[config.mk]
export PLATFORM = sky130hd
export DESIGN_NAME = glitch_sequencer_flat
export DESIGN_NICKNAME = d
export VERILOG_FILES = /design/src/rtl/glitch_sequencer_if.sv /design/src/rtl/glitch_sequencer.sv /design/src/flat_wrapper.sv
export SDC_FILE = /design/constraint.sdc
export NUM_CORES = 1
export LEC_CHECK = 0
export BUFFER_PORTS_ARGS = -buffer_cell sky130_fd_sc_hd__buf_2
export CAP_MARGIN = 20
export CORE_ASPECT_RATIO = 1.4
export CORE_MARGIN = 2
export CORE_UTILIZATION = 60
export CTS_CLUSTER_SIZE = 25
export DETAILED_ROUTE_END_ITERATION = 7
export GPL_TIMING_DRIVEN = 0
export PLACE_DENSITY = 0.82
export SLEW_MARGIN = 20
export SYNTH_ARGS = -nofsm -noshare
export SYNTH_HDL_FRONTEND = slang
export SYNTH_SLANG_ARGS = --single-unit
[constraint.sdc]
create_clock -name clk -period 4.65 [get_ports clk]
set_input_delay 0.2325 -clock clk [delete_from_list [all_inputs] [get_ports clk]]
set_output_delay 0.2325 -clock clk [all_outputs]
set_load 0.02 [all_outputs]
[src/rtl/glitch_sequencer_if.sv]
// Command/status bundle between the UART command handler (master) and the glitch sequencer (slave).
// Optional GLITCH_AUTO_REARM_EN adds repeat_i and attempt_o.
interface glitch_sequencer_if #(
    parameter int TIMEOUT_W = 24
);
    logic                 arm_i;
    logic                 abort_i;
    logic [1:0]           trig_mode_i;
    logic [15:0]          reset_cycles_i;
    logic [TIMEOUT_W-1:0] timeout_i;
    logic                 armed_o;
    logic                 busy_o;
    logic                 done_o;
    logic                 timeout_o;
    logic [2:0]           state_o;
`ifdef GLITCH_AUTO_REARM_EN
    logic [7:0]           repeat_i;
    logic [7:0]           attempt_o;

    modport master (
        output arm_i, abort_i, trig_mode_i, reset_cycles_i, timeout_i, repeat_i,
        input  armed_o, busy_o, done_o, timeout_o, state_o, attempt_o
    );
    modport slave (
        input  arm_i, abort_i, trig_mode_i, reset_cycles_i, timeout_i, repeat_i,
        output armed_o, busy_o, done_o, timeout_o, state_o, attempt_o
    );
`else
    modport master (
        output arm_i, abort_i, trig_mode_i, reset_cycles_i, timeout_i,
        input  armed_o, busy_o, done_o, timeout_o, state_o
    );
    modport slave (
        input  arm_i, abort_i, trig_mode_i, reset_cycles_i, timeout_i,
        output armed_o, busy_o, done_o, timeout_o, state_o
    );
`endif
endinterface

[src/rtl/glitch_sequencer.sv]
// Glitch attempt sequencer: target reset, trigger wait, pulser start and completion tracking.
// Optional macro GLITCH_AUTO_REARM_EN repeats the attempt repeat_i times per arm.
module glitch_sequencer #(
    parameter int SYNC_STAGES = 2,
    parameter int TIMEOUT_W   = 24
) (
    input  logic               clk,
    input  logic               rst,
    glitch_sequencer_if.slave  cmd,
    input  logic               trigger_i,
    input  logic               pulser_busy_i,
    output logic               pulser_en_o,
    output logic               target_reset_o
);
    localparam int CNT_W = (TIMEOUT_W > 16) ? TIMEOUT_W : 16;

    typedef enum logic [2:0] {
        ST_IDLE   = 3'd0,
        ST_TRESET = 3'd1,
        ST_ARMED  = 3'd2,
        ST_FIRE   = 3'd3,
        ST_RUN    = 3'd4
    } state_t;

    state_t                 state_q, state_d;
    logic [CNT_W-1:0]       cnt_q, cnt_d;
    logic [1:0]             mode_q;
    logic [15:0]            rcyc_q;
    logic [TIMEOUT_W-1:0]   tout_q;
    logic [SYNC_STAGES-1:0] sync_q;
    logic                   trig_d_q, rise_q, fall_q, level_q;
    logic                   pulser_en_q, target_reset_q, armed_q, busy_q, done_q, timeout_q;
    logic                   latch_s, done_s, tmo_s, cond_s, edge_ok_s, trig_s;
`ifdef GLITCH_AUTO_REARM_EN
    logic [7:0]             rep_q, attempt_q, attempt_d, next_att_s, rep_eff_s;

    assign next_att_s = attempt_q + 8'd1;
    assign rep_eff_s  = (rep_q == 8'd0) ? 8'd1 : rep_q;
`endif

    assign trig_s    = sync_q[SYNC_STAGES-1];
    // An edge flag in the first ARMED cycle came from before entry, so it must not fire.
    assign edge_ok_s = (cnt_q != '0);

    // Trigger condition select for the latched mode.
    always_comb begin
        cond_s = 1'b0;
        case (mode_q)
            2'b00:   cond_s = 1'b1;
            2'b01:   cond_s = rise_q & edge_ok_s;
            2'b10:   cond_s = fall_q & edge_ok_s;
            2'b11:   cond_s = level_q;
            default: cond_s = 1'b0;
        endcase
    end

    // Next-state, phase counter and completion strobes.
    always_comb begin
        state_d = state_q;
        latch_s = 1'b0;
        done_s  = 1'b0;
        tmo_s   = 1'b0;
`ifdef GLITCH_AUTO_REARM_EN
        attempt_d = attempt_q;
`endif
        case (state_q)
            ST_IDLE: begin
                if (cmd.arm_i && !cmd.abort_i) begin
                    latch_s = 1'b1;
                    state_d = (cmd.reset_cycles_i != 16'd0) ? ST_TRESET : ST_ARMED;
`ifdef GLITCH_AUTO_REARM_EN
                    attempt_d = 8'd0;
`endif
                end else begin
                    state_d = ST_IDLE;
                end
            end
            ST_TRESET: begin
                if (cnt_q == (CNT_W'(rcyc_q) - CNT_W'(1))) begin
                    state_d = ST_ARMED;
                end else begin
                    state_d = ST_TRESET;
                end
            end
            ST_ARMED: begin
                if (cond_s) begin
                    state_d = ST_FIRE;
                end else if ((tout_q != '0) && (cnt_q == (CNT_W'(tout_q) - CNT_W'(1)))) begin
                    state_d = ST_IDLE;
                    tmo_s   = 1'b1;
                end else begin
                    state_d = ST_ARMED;
                end
            end
            ST_FIRE: state_d = ST_RUN;
            ST_RUN: begin
                if ((cnt_q != '0) && !pulser_busy_i) begin
`ifdef GLITCH_AUTO_REARM_EN
                    attempt_d = next_att_s;
                    if (next_att_s < rep_eff_s) begin
                        state_d = (rcyc_q != 16'd0) ? ST_TRESET : ST_ARMED;
                    end else begin
                        state_d = ST_IDLE;
                        done_s  = 1'b1;
                    end
`else
                    state_d = ST_IDLE;
                    done_s  = 1'b1;
`endif
                end else begin
                    state_d = ST_RUN;
                end
            end
            default: state_d = ST_IDLE;
        endcase

        if (cmd.abort_i && (state_q != ST_IDLE)) begin
            state_d = ST_IDLE;
            done_s  = 1'b0;
            tmo_s   = 1'b0;
`ifdef GLITCH_AUTO_REARM_EN
            attempt_d = attempt_q;
`endif
        end else begin
            state_d = state_d;
        end

        if (state_d != state_q) begin
            cnt_d = '0;
        end else if (cnt_q != '1) begin
            cnt_d = cnt_q + CNT_W'(1);
        end else begin
            cnt_d = cnt_q;
        end
    end

    // State, counters, config latches, trigger conditioning and registered outputs.
    always_ff @(posedge clk) begin
        if (rst) begin
            state_q        <= ST_IDLE;
            cnt_q          <= '0;
            mode_q         <= 2'b00;
            rcyc_q         <= 16'd0;
            tout_q         <= '0;
            sync_q         <= '0;
            trig_d_q       <= 1'b0;
            rise_q         <= 1'b0;
            fall_q         <= 1'b0;
            level_q        <= 1'b0;
            pulser_en_q    <= 1'b0;
            target_reset_q <= 1'b0;
            armed_q        <= 1'b0;
            busy_q         <= 1'b0;
            done_q         <= 1'b0;
            timeout_q      <= 1'b0;
`ifdef GLITCH_AUTO_REARM_EN
            rep_q          <= 8'd0;
            attempt_q      <= 8'd0;
`endif
        end else begin
            state_q  <= state_d;
            cnt_q    <= cnt_d;
            sync_q   <= {sync_q[SYNC_STAGES-2:0], trigger_i};
            trig_d_q <= trig_s;
            rise_q   <= trig_s & ~trig_d_q;
            fall_q   <= ~trig_s & trig_d_q;
            level_q  <= trig_s;
            if (latch_s) begin
                mode_q <= cmd.trig_mode_i;
                rcyc_q <= cmd.reset_cycles_i;
                tout_q <= cmd.timeout_i;
`ifdef GLITCH_AUTO_REARM_EN
                rep_q  <= cmd.repeat_i;
`endif
            end
            pulser_en_q    <= (state_d == ST_FIRE);
            target_reset_q <= (state_d == ST_TRESET);
            armed_q        <= (state_d == ST_ARMED);
            busy_q         <= (state_d != ST_IDLE);
            done_q         <= done_s;
            timeout_q      <= tmo_s;
`ifdef GLITCH_AUTO_REARM_EN
            attempt_q      <= attempt_d;
`endif
        end
    end

    assign pulser_en_o    = pulser_en_q;
    assign target_reset_o = target_reset_q;
    assign cmd.armed_o    = armed_q;
    assign cmd.busy_o     = busy_q;
    assign cmd.done_o     = done_q;
    assign cmd.timeout_o  = timeout_q;
    assign cmd.state_o    = state_q;
`ifdef GLITCH_AUTO_REARM_EN
    assign cmd.attempt_o  = attempt_q;
`endif
endmodule

[src/flat_wrapper.sv]
// flat-port wrapper written by rule: the top's interface ports become plain ports
module glitch_sequencer_flat 
#(
    parameter int SYNC_STAGES = 2,
    parameter int TIMEOUT_W   = 24
)
  (clk, rst, trigger_i, pulser_busy_i, pulser_en_o, target_reset_o, cmd_arm_i, cmd_abort_i, cmd_trig_mode_i, cmd_reset_cycles_i, cmd_timeout_i, cmd_armed_o, cmd_busy_o, cmd_done_o, cmd_timeout_o, cmd_state_o);
  glitch_sequencer_if #(.TIMEOUT_W(TIMEOUT_W)) cmd_i ();
  input  logic clk;
  input  logic rst;
  input  logic trigger_i;
  input  logic pulser_busy_i;
  output logic pulser_en_o;
  output logic target_reset_o;
  input wire logic [$bits(cmd_i.arm_i)-1:0] cmd_arm_i;
  input wire logic [$bits(cmd_i.abort_i)-1:0] cmd_abort_i;
  input wire logic [$bits(cmd_i.trig_mode_i)-1:0] cmd_trig_mode_i;
  input wire logic [$bits(cmd_i.reset_cycles_i)-1:0] cmd_reset_cycles_i;
  input wire logic [$bits(cmd_i.timeout_i)-1:0] cmd_timeout_i;
  output wire logic [$bits(cmd_i.armed_o)-1:0] cmd_armed_o;
  output wire logic [$bits(cmd_i.busy_o)-1:0] cmd_busy_o;
  output wire logic [$bits(cmd_i.done_o)-1:0] cmd_done_o;
  output wire logic [$bits(cmd_i.timeout_o)-1:0] cmd_timeout_o;
  output wire logic [$bits(cmd_i.state_o)-1:0] cmd_state_o;
  assign cmd_i.arm_i = cmd_arm_i;
  assign cmd_i.abort_i = cmd_abort_i;
  assign cmd_i.trig_mode_i = cmd_trig_mode_i;
  assign cmd_i.reset_cycles_i = cmd_reset_cycles_i;
  assign cmd_i.timeout_i = cmd_timeout_i;
  assign cmd_armed_o = cmd_i.armed_o;
  assign cmd_busy_o = cmd_i.busy_o;
  assign cmd_done_o = cmd_i.done_o;
  assign cmd_timeout_o = cmd_i.timeout_o;
  assign cmd_state_o = cmd_i.state_o;
  glitch_sequencer #(.SYNC_STAGES(SYNC_STAGES), .TIMEOUT_W(TIMEOUT_W)) u_core (.clk(clk), .rst(rst), .cmd(cmd_i), .trigger_i(trigger_i), .pulser_busy_i(pulser_busy_i), .pulser_en_o(pulser_en_o), .target_reset_o(target_reset_o));
endmodule
Word level (Yosys, flattened, before mapping)
Index checks and enable logic that the tools add are counted.
- equal/unequal tests: 14
- muxes and demuxes: 13
- $add $sub $neg: 3
- reductions and logical operators: 16
- bitwise gates (word level): 8
- operator list (kind ; count):
    24-bit equality test ; 2
    24-bit nonzero test ; 2
    24-bit by 1-bit adder with 24-bit output, second input constant ; 1
    24-bit inequality test, second input constant ; 1
    24-bit by 1-bit subtractor with 24-bit output, second input constant ; 1
    16-bit by 1-bit subtractor with 17-bit output, second input constant ; 1
    16-bit nonzero test ; 1
    3-bit case mux with 5 select lines ; 1
    3-bit by 2-bit equality test with 1-bit output, second input constant ; 4
    3-bit 2-to-1 mux ; 4
    3-bit by 1-bit equality test with 1-bit output, second input constant ; 2
    2-bit 2-to-1 mux ; 3
    3-bit nonzero test ; 2
    1-bit bitwise AND ; 4
    2-bit equality test, second input constant ; 2
    1-bit logical AND ; 4
    1-bit 2-to-1 mux ; 4
    1-bit NOT ; 4
    1-bit case mux with 4 select lines ; 1
    4-bit OR reduction ; 1
    3-bit equality test, second input constant ; 1
    3-bit zero test ; 1
    3-bit inequality test ; 1
    3-bit OR reduction ; 1
    4 further kinds ; 5
- word-level logic and storage cells: 69
- input bits: 48
- bits in registers: 80

Depth between registers and ports, before layout
Gate-level depths: netlist of run 1.
- word-level depth: 9
- depth in mapped cells: 12

Worst setup path after synthesis of run 1
OpenSTA, ideal clock, no wires.
- path kind: flip-flop to flip-flop
- from: register u_core.tout_q[0]
- to: register u_core.cnt_q[14]
- buffers on the path: 1
- data arrival time: 3.004 ns
- library setup time: 0.135 ns
- stages on the path, launching flop included: 12
- required time: 4.515 ns
- setup slack: 1.511 ns
- clock period less this slack: 3.139 ns
- cell sequence: dfxtp_1 -> inv_1 -> ha_1 -> xor2_1 -> o211ai_1 -> or4_1 -> or4_1 -> or4_1 -> or4_4 -> a2bb2oi_4 -> buf_6 -> nor4_2
- word-level cells in the longest chain between the ends: 9
- elaborated cells on any way between the ends: 10
- those cells by class: 1 x add/sub; 2 x eq/ne; 4 x mux; 3 x reduce/logical
- RTL lines (element ; RTL line ; RTL):
    from (decl) ; glitch_sequencer.sv:29 ; logic [TIMEOUT_W-1:0] tout_q;
    from (signal assigned) ; glitch_sequencer.sv:171 ; tout_q <= cmd.timeout_i;
    24-bit by 1-bit subtractor with 24-bit output ; glitch_sequencer.sv:88 ; end else if ((tout_q != '0) && (cnt_q == (CNT_W'(tout_q) - CNT_W'(1)))) begin
    24-bit equality test ; glitch_sequencer.sv:88 ;
    1-bit logical AND * ; glitch_sequencer.sv:88 ;
    2-bit 2-to-1 mux * ; glitch_sequencer.sv:88 ;
    3-bit 2-to-1 mux * ; glitch_sequencer.sv:86 ; if (cond_s) begin
    3-bit case mux with 5 select lines * ; glitch_sequencer.sv:66 ; case (state_q)
    3-bit 2-to-1 mux * ; glitch_sequencer.sv:117 ; if (cmd.abort_i && (state_q != ST_IDLE)) begin
    3-bit inequality test * ; glitch_sequencer.sv:128 ; if (state_d != state_q) begin
    2-bit OR reduction (no source line) * ; - ;
    to (signal assigned) ; glitch_sequencer.sv:162 ; cnt_q <= cnt_d;
    to (decl) ; glitch_sequencer.sv:26 ; logic [CNT_W-1:0] cnt_q, cnt_d;
Every way passes the cells marked *; elsewhere a longest branch is shown, timed or not.
A chain may end at the register's enable or synchronous reset.

Final worst setup path of run 1
- from: register u_core.rcyc_q[2]
- to: register u_core.cnt_q[17]
- word-level cells in the longest chain between the ends: 7
- RTL lines (element ; RTL line ; RTL):
    from (decl) ; glitch_sequencer.sv:28 ; logic [15:0] rcyc_q;
    from (signal assigned) ; glitch_sequencer.sv:170 ; rcyc_q <= cmd.reset_cycles_i;
    16-bit by 1-bit subtractor with 17-bit output ; glitch_sequencer.sv:79 ; if (cnt_q == (CNT_W'(rcyc_q) - CNT_W'(1))) begin
    24-bit equality test ; glitch_sequencer.sv:79 ;
    2-bit 2-to-1 mux ; glitch_sequencer.sv:79 ;
    3-bit case mux with 5 select lines ; glitch_sequencer.sv:66 ;
    3-bit 2-to-1 mux ; glitch_sequencer.sv:117 ;
    3-bit inequality test ; glitch_sequencer.sv:128 ;
    2-bit OR reduction (no source line) ; - ;
No other way between the ends.

==> results of run 1 <==
==> sequential cells by signal, summed over array words and instances (netlist names) <==
| signal | cells |
|---|---|
| u_core.cnt_q | 24 |
| u_core.cmd.busy_o | 1 |
| u_core.trig_d_q | 1 |
| u_core.mode_q | 2 |
| u_core.cmd.timeout_o | 1 |
| u_core.cmd.done_o | 1 |
| u_core.rise_q | 1 |
| u_core.rcyc_q | 16 |
| u_core.target_reset_o | 1 |
| u_core.fall_q | 1 |
| u_core.cmd.armed_o | 1 |
| u_core.cmd.state_o | 3 |
| u_core.sync_q | 2 |
| u_core.pulser_en_o | 1 |
| u_core.tout_q | 24 |
==> per-layer routing <==
layer	routed length (um)	vias to the layer above	global-route usage, %
met4	618	0	14.75
met2	7181	192	55.11
li1	-	2378	-
met1	5474	2328	36.03
met3	844	45	6.092
met5	0	-	0
==> cell usage after synthesis (3+ instances only) <==
cell type	instances
inv_1	15
or4_4	5
or3_1	5
a31oi_1	4
mux2_2	5
nand2b_1	8
and3_1	6
nor4_2	23
dfxtp_1	80
buf_4	4
nor4_1	18
nand3b_1	3
xnor2_1	33
nand2_1	110
o211a_1	3
a21oi_1	55
nand4_1	10
buf_2	7
nor3b_1	8
nor2b_1	5
xor2_1	29
o22ai_1	4
nor4b_1	4
buf_6	9
nand3_1	14
o211ai_1	5
nor3_1	14
mux2i_1	6
clkbuf_1	21
or4_1	11
or3b_2	3
ha_1	8
and2_1	3
and4_1	3
nor2_1	34
o21ai_0	12
==> worst paths after layout <==
| check | to | slack [ps] | cells after the start | start |
|---|---|---|---|---|
| setup / recovery | u_core.cnt_q[17] | 830 | 11 | u_core.rcyc_q[2] |
| hold / removal | u_core.tout_q[10] | 120 | 3 | cmd_timeout_i[10] |
| setup reg to reg | u_core.cnt_q[17] | 830 | 11 | u_core.rcyc_q[2] |
| hold reg to reg | u_core.fall_q | 420 | 1 | u_core.sync_q[1] |
==> worst reg2reg max path, cell delays in order, from the launching register on <==
cell and delay (ps):
dfxtp_1 300, clkbuf_1 210, or4_1 510, clkbuf_1 210, nor4_4 400, nand2_1 100
a221o_1 400, a2111oi_4 390, a21boi_1 180, nor2_1 470, buf_2 410, nor4_2 100
==> power by group <==
group          internal [mW]  switching (mW)
Clock                  0.474           0.293
Combinational          0.145           0.198
Sequential             0.709          0.0306
Total                   1.33           0.522
==> area by class of cell <==
cell class	count	area, um2
tap	105	131.4
fill	663	2556
clock buffer	10	229.0
sequential	80	1602
buffer	44	267.8
multi-input combinational	490	3249
clock inverter	6	91.34
timing repair buffer	55	275.3
inverter	15	56.30
==> logic make-up after synthesis <==
group	after synthesis	synth area share, %
muxes	11	2.249
DFF	80	30.95
adders and majority gates	8	1.934
xor gates and xnor gates	62	10.49
and+or+nand+nor	300	33.85
buffers and inverters	59	6.262
AOI/OAI and AO/OA	109	14.27
==> results.json, run 1 <==
{
  "wl_per_cell_um": 17.54,
  "tns_ps": 0,
  "die_w_um": 82.49,
  "vias_per_cell": 6.140,
  "areaGrowthSynthToFinish_pct": 14.05,
  "antenna_found_initial": 0,
  "grt_max_degree": 15,
  "place.gp.congestion": 0.8965,
  "p_leak_nw": 2.217,
  "cts_hold_buf": 0,
  "relSlewSlack_pct": 31.87,
  "grt_pass1_vias": 4783,
  "vias": 4943,
  "synthCells": 629,
  "placed_cell_area_um2": 5582,
  "p_per_area_nw_per_um2": 313.4,
  "cts.path.max_buffers": 2,
  "coreArea_um2": 8458,
  "ys_seq_elements": 80,
  "grt_pass1_wl_mm": 22.75,
  "stdcell_count": 805,
  "crit_path_top_delay_cell": "or4_1",
  "vdd_ir_drop_max_v": 0.0002603,
  "crit_path_max_fanout": 10,
  "crit_top_cell": "clkbuf_1",
  "layout_commonest_cell": "nand2_1",
  "clk_pin_slew_ps": 60,
  "synth_edf_count": 0,
  "yosys_warnings": 0,
  "cts_setup_buffers": 0,
  "io_pins": 57,
  "grt_overflow_total": 0,
  "clock_skew_ps": 6.178,
  "power_mw": 1.850,
  "setup_viol": 0,
  "synth_top_cell_area_share_pct": 30.95,
  "synthFlopType": "dfxtp_1",
  "final_core_util_pct": 69.78,
  "ant_nets": 0,
  "maxCapViolCount": 0,
  "dp_hpwl_mm": 10.42,
  "period_share_pct": 82.06,
  "cp_top_family": "simple AND/OR/NAND/NOR gates",
  "cp_cell_sequence": "clkbuf_1 > or4_1 > clkbuf_1 > nor4_4 > nand2_1 > a221o_1 > a2111oi_4 > a21boi_1 > nor2_1 > buf_2 > nor4_2",
  "first_pass_iters": 6,
  "crit_arrival_ps": 4020,
  "htree_levels": 3,
  "cts_resized": 0,
  "critPathMaxStageDelay_ps": 510,
  "criticalPathCategory": "flop to flop",
  "port_buffers": 55,
  "final-max-slew-violation-count": 0,
  "hold_class": "primary input to flop",
  "synth_nets": 685,
  "drc": 0,
  "num-nets-final": 751,
  "synth.distinct_cells": 71,
  "diodes": 0,
  "tightestPinTransition_ps": 1013,
  "pre_cts_ws_ps": 925.1,
  "ys_top_cells_by_area": "dfxtp_1 (31%), nand2_1 (8.0%), xnor2_1 (5.6%)",
  "synthArstFlopShare_pct": 0,
  "rows": 40,
  "die_h_um": 113.9,
  "dp_cells": 789,
  "synth_area_leader_cell": "dfxtp_1",
  "cp_num_buf_inv": 3,
  "design_area_um2": 5902,
  "finalWirelength_mm": 14.12,
  "finalHoldViolations": 0,
  "finalCriticalPeriod_ps": 3816,
  "seq_area_frac_synth_pct": 30.95,
  "avgSynthCellArea_um2": 8.227,
  "cp-start-kind": "flop",
  "drive_gt1_share_pct": 20.29,
  "grtUsageTotal_pct": 31.53,
  "holdWs_ps": 123.5,
  "root_buffer": "clkbuf_16",
  "drtIter0Drc": 399,
  "cts_tree": "built",
  "insertion_delay_ps": 340,
  "max_freq_mhz": 262.1,
  "cp.required_ps": 4850,
  "most-common-layout-cells": "nand2_1 (110), dfxtp_1 (80), buf_2 (62), a21oi_1 (55), nor2_1 (34)",
  "cp-end-kind": "flop",
  "die-area_um2": 9394,
  "clock-sinks": 80,
  "setup_slack_ps": 834.0,
  "cts_buffers": 9,
  "syn_area_um2": 5175,
  "rsz0062_at_grt": "no",
  "initial_utilization_pct": 61.18,
  "outcome": "finished clean"
}
Power figures use the tool's default switching activity.
==> inputs of run 2 (changes only) <==
--- a/config.mk
+++ b/config.mk
@@ -5,15 +5,16 @@
 export SDC_FILE = /design/constraint.sdc
 export NUM_CORES = 1
 export LEC_CHECK = 0
+export ABC_AREA = 1
 export BUFFER_PORTS_ARGS = -buffer_cell sky130_fd_sc_hd__buf_2
 export CAP_MARGIN = 20
 export CORE_ASPECT_RATIO = 1.4
 export CORE_MARGIN = 2
-export CORE_UTILIZATION = 60
+export CORE_UTILIZATION = 54
 export CTS_CLUSTER_SIZE = 25
 export DETAILED_ROUTE_END_ITERATION = 7
 export GPL_TIMING_DRIVEN = 0
-export PLACE_DENSITY = 0.82
+export PLACE_DENSITY = 0.78
 export SLEW_MARGIN = 20
 export SYNTH_ARGS = -nofsm -noshare
 export SYNTH_HDL_FRONTEND = slang
==> constraint.sdc (replaced) <==
create_clock -name clk -period 3.4 [get_ports clk]
set_input_delay 0.17 -clock clk [delete_from_list [all_inputs] [get_ports clk]]
set_output_delay 0.17 -clock clk [all_outputs]
set_load 0.02 [all_outputs]
==> run 2 against run 1 <==
  * Sequential cell count stayed put
  * Maximum frequency is 42% higher
  * Non-clock buffer count fell by 25
  * Wire length decreased by 3.0%
  * Synthesized cell count grew 30%
  * Setup slack worse by 120 ps
  * Synthesized area increased by 2.3%
  * Clock power is 14% higher
  * Sequential power increased by 41%
  * Combinational power up 90%
  * Critical path type unchanged
  * Highest routed layer unchanged
==> results.json, run 2 <==
{
  "min_from": "cmd_abort_i",
  "synth_edf_count": 0,
  "rsz0062_at_grt": "no",
  "max_freq_mhz": 372.1,
  "syn_area_um2": 5296,
  "initial_utilization_pct": 55.68,
  "cts_tree": "built",
  "critPathMaxStageDelay_ps": 420,
  "dp_hpwl_mm": 10.98,
  "first_pass_iters": 4,
  "root_buffer": "clkbuf_16",
  "setup_slack_ps": 712.7,
  "ant_nets": 0,
  "drc": 0,
  "wl_per_cell_um": 13.45,
  "coreArea_um2": 9512,
  "synth_area_leader_cell": "dfxtp_1",
  "ys_top_cells_by_count": "nand2_1 (186), nor2_1 (126), inv_1 (92), dfxtp_1 (80), nand3_1 (68)",
  "r2r_end": "u_core.cnt_q[19]",
  "cp_num_buf_inv": 1,
  "antenna_found_initial": 0,
  "setup_viol": 0,
  "clock-sinks": 80,
  "seq_area_frac_synth_pct": 30.24,
  "num-nets-final": 938,
  "synth_most_common_cell": "nand2_1",
  "p_per_area_nw_per_um2": 427.6,
  "relSlewSlack_pct": 55.16,
  "areaGrowthSynthToFinish_pct": 13.30,
  "cts_setup_buffers": 0,
  "finalCriticalPeriod_ps": 2687,
  "hold_class": "primary input to flop",
  "crit_arrival_ps": 2920,
  "cp.depth": 15,
  "pre_cts_ws_ps": 737.5,
  "most-common-layout-cells": "nand2_1 (186), nor2_1 (126), inv_1 (92), dfxtp_1 (80), nand3_1 (68)",
  "avgSynthCellArea_um2": 6.491,
  "top_regs": "u_core.cnt_q (24), u_core.tout_q (24), u_core.rcyc_q (16)",
  "ff2ff_path_depth": 15,
  "synthCells": 816,
  "crit_path_max_fanout": 10,
  "port_buffers": 55,
  "rows": 42,
  "finalHoldViolations": 0,
  "crit_top_cell": "nor2_1",
  "grtUsageTotal_pct": 27.30,
  "vias": 5226,
  "design_area_um2": 6001,
  "cts_resized": 0,
  "p_leak_nw": 2.701,
  "synth_top_cell_area_share_pct": 30.24,
  "grt_overflow_total": 0,
  "die_h_um": 121.2,
  "synthFlopType": "dfxtp_1",
  "yosys_warnings": 0,
  "cp_top_family": "simple AND/OR/NAND/NOR gates",
  "cp-end-kind": "flop",
  "criticalPathCategory": "flop to flop",
  "die_w_um": 87.70,
  "placed_cell_area_um2": 5737,
  "outcome": "finished clean",
  "clock_skew_ps": 7.916,
  "min_to": "u_core.cmd.done_o",
  "period_share_pct": 79.04,
  "cts_buffers": 9,
  "reg2reg_slack_ps": 710,
  "hold_depth": 2,
  "grt_max_degree": 14,
  "ys_top_cells_by_area": "dfxtp_1 (30%), nand2_1 (13%), nor2_1 (8.9%)",
  "insertion_delay_ps": 340,
  "crit_path_top_delay_cell": "dfxtp_1",
  "reg2reg_from": "u_core.cnt_q[0]",
  "layout_commonest_cell": "nand2_1",
  "vdd_ir_drop_max_v": 0.0002726,
  "cts_hold_buf": 0,
  "die-area_um2": 10630,
  "grt_pass1_vias": 4996,
  "cts.path.max_buffers": 2,
  "tightestPinTransition_ps": 667.5,
  "synth_nets": 872,
  "cp_cell_sequence": "ha_1 > nand3_1 > nor2_1 > nand4_1 > nor2_1 > nand2_2 > nand2_1 > nor2_1 > nand2_1 > inv_1 > nand3_1 > nor2_1 > nand2_1 > xor2_1 > nor2_4",
  "drtIter0Drc": 269,
  "place.gp.congestion": 0.9279,
  "io_pins": 57,
  "ys_seq_elements": 80,
  "tns_ps": 0,
  "htree_levels": 3,
  "final-max-slew-violation-count": 0,
  "synthArstFlopShare_pct": 0,
  "cp.required_ps": 3640,
  "clk_pin_slew_ps": 60,
  "maxCapViolCount": 0,
  "cp-start-kind": "flop",
  "synth.distinct_cells": 30,
  "finalWirelength_mm": 13.70,
  "vias_per_cell": 5.134,
  "drive_gt1_share_pct": 14.45,
  "grt_pass1_wl_mm": 22.48,
  "diodes": 0
}
## run 2: layout make-up
cell class,instances,area [um2]
plain buffers,19,122.6
fillers,903,3511
flip-flops and latches,80,1602
repair buffers,55,275.3
inverters,95,356.6
multi-input cells,622,3216
clock buffers,10,229.0
clock inverters,5,35.03
well taps,132,165.2
## run 2: where the power goes
group	total, mW	internal (mW)	leakage, nW	switching (mW)
logic	0.653	0.226	1.92	0.427
registers	1.04	0.984	0.654	0.0532
clock network	0.876	0.490	0.128	0.386
total	2.57	1.70	2.70	0.866
## run 2: worst max path at each step
stage,end,slack (ps),start
detailed placement,u_core.cnt_q[19],740,u_core.cnt_q[0]
global placement,u_core.cnt_q[19],750,u_core.cnt_q[0]
floorplan,u_core.cnt_q[20],1230,u_core.tout_q[0]
global route,u_core.cnt_q[10],440,u_core.tout_q[0]
CTS,u_core.cnt_q[23],730,u_core.tout_q[0]
finish,u_core.cnt_q[19],710,u_core.cnt_q[0]
## run 2: worst register-to-register path, stage by stage (launching register included)
cell,delay (ps)
dfxtp_1,420
ha_1,250
nand3_1,90
nor2_1,230
nand4_1,200
nor2_1,230
nand2_2,210
nand2_1,160
nor2_1,80
nand2_1,90
inv_1,50
nand3_1,100
nor2_1,100
nand2_1,100
xor2_1,230
nor2_4,50
## run 2: cells by family (layout without fill, tap and decap cells)
family	count (synthesis)	in the layout	share of synthesized area, %
compound gates	98	98	9.403
xor+xnor	45	45	7.442
fa+ha+maj	8	8	1.890
buf+inv	114	184	9.048
flops	80	80	30.24
simple gates	471	471	41.98
## run 2: per-layer routing
| layer | part of all wire [%] | global-route usage [%] | vias to the layer above |
|---|---|---|---|
| met2 | 50 | 47.06 | 134 |
| met4 | 5.5 | 16.44 | 0 |
| met5 | 0 | 0 | - |
| li1 | - | - | 2728 |
| met3 | 3.6 | 3.946 | 40 |
| met1 | 41 | 31.11 | 2324 |
## run 2: metrics by stage
| step | hold WS [ps] | total power, mW | std cells | utilization, % |
|---|---|---|---|---|
| floorplan | 245.9 | 1.537 | 816 | - |
| global placement | 372.5 | 1.695 | 1003 | 60.31 |
| detailed placement | 368.2 | 1.703 | 1003 | 60.31 |
| CTS | 12.96 | 2.574 | 1018 | 63.09 |
| global route | 22.35 | 2.708 | 1018 | 63.09 |
| finish | 22.88 | 2.566 | 1018 | 63.09 |
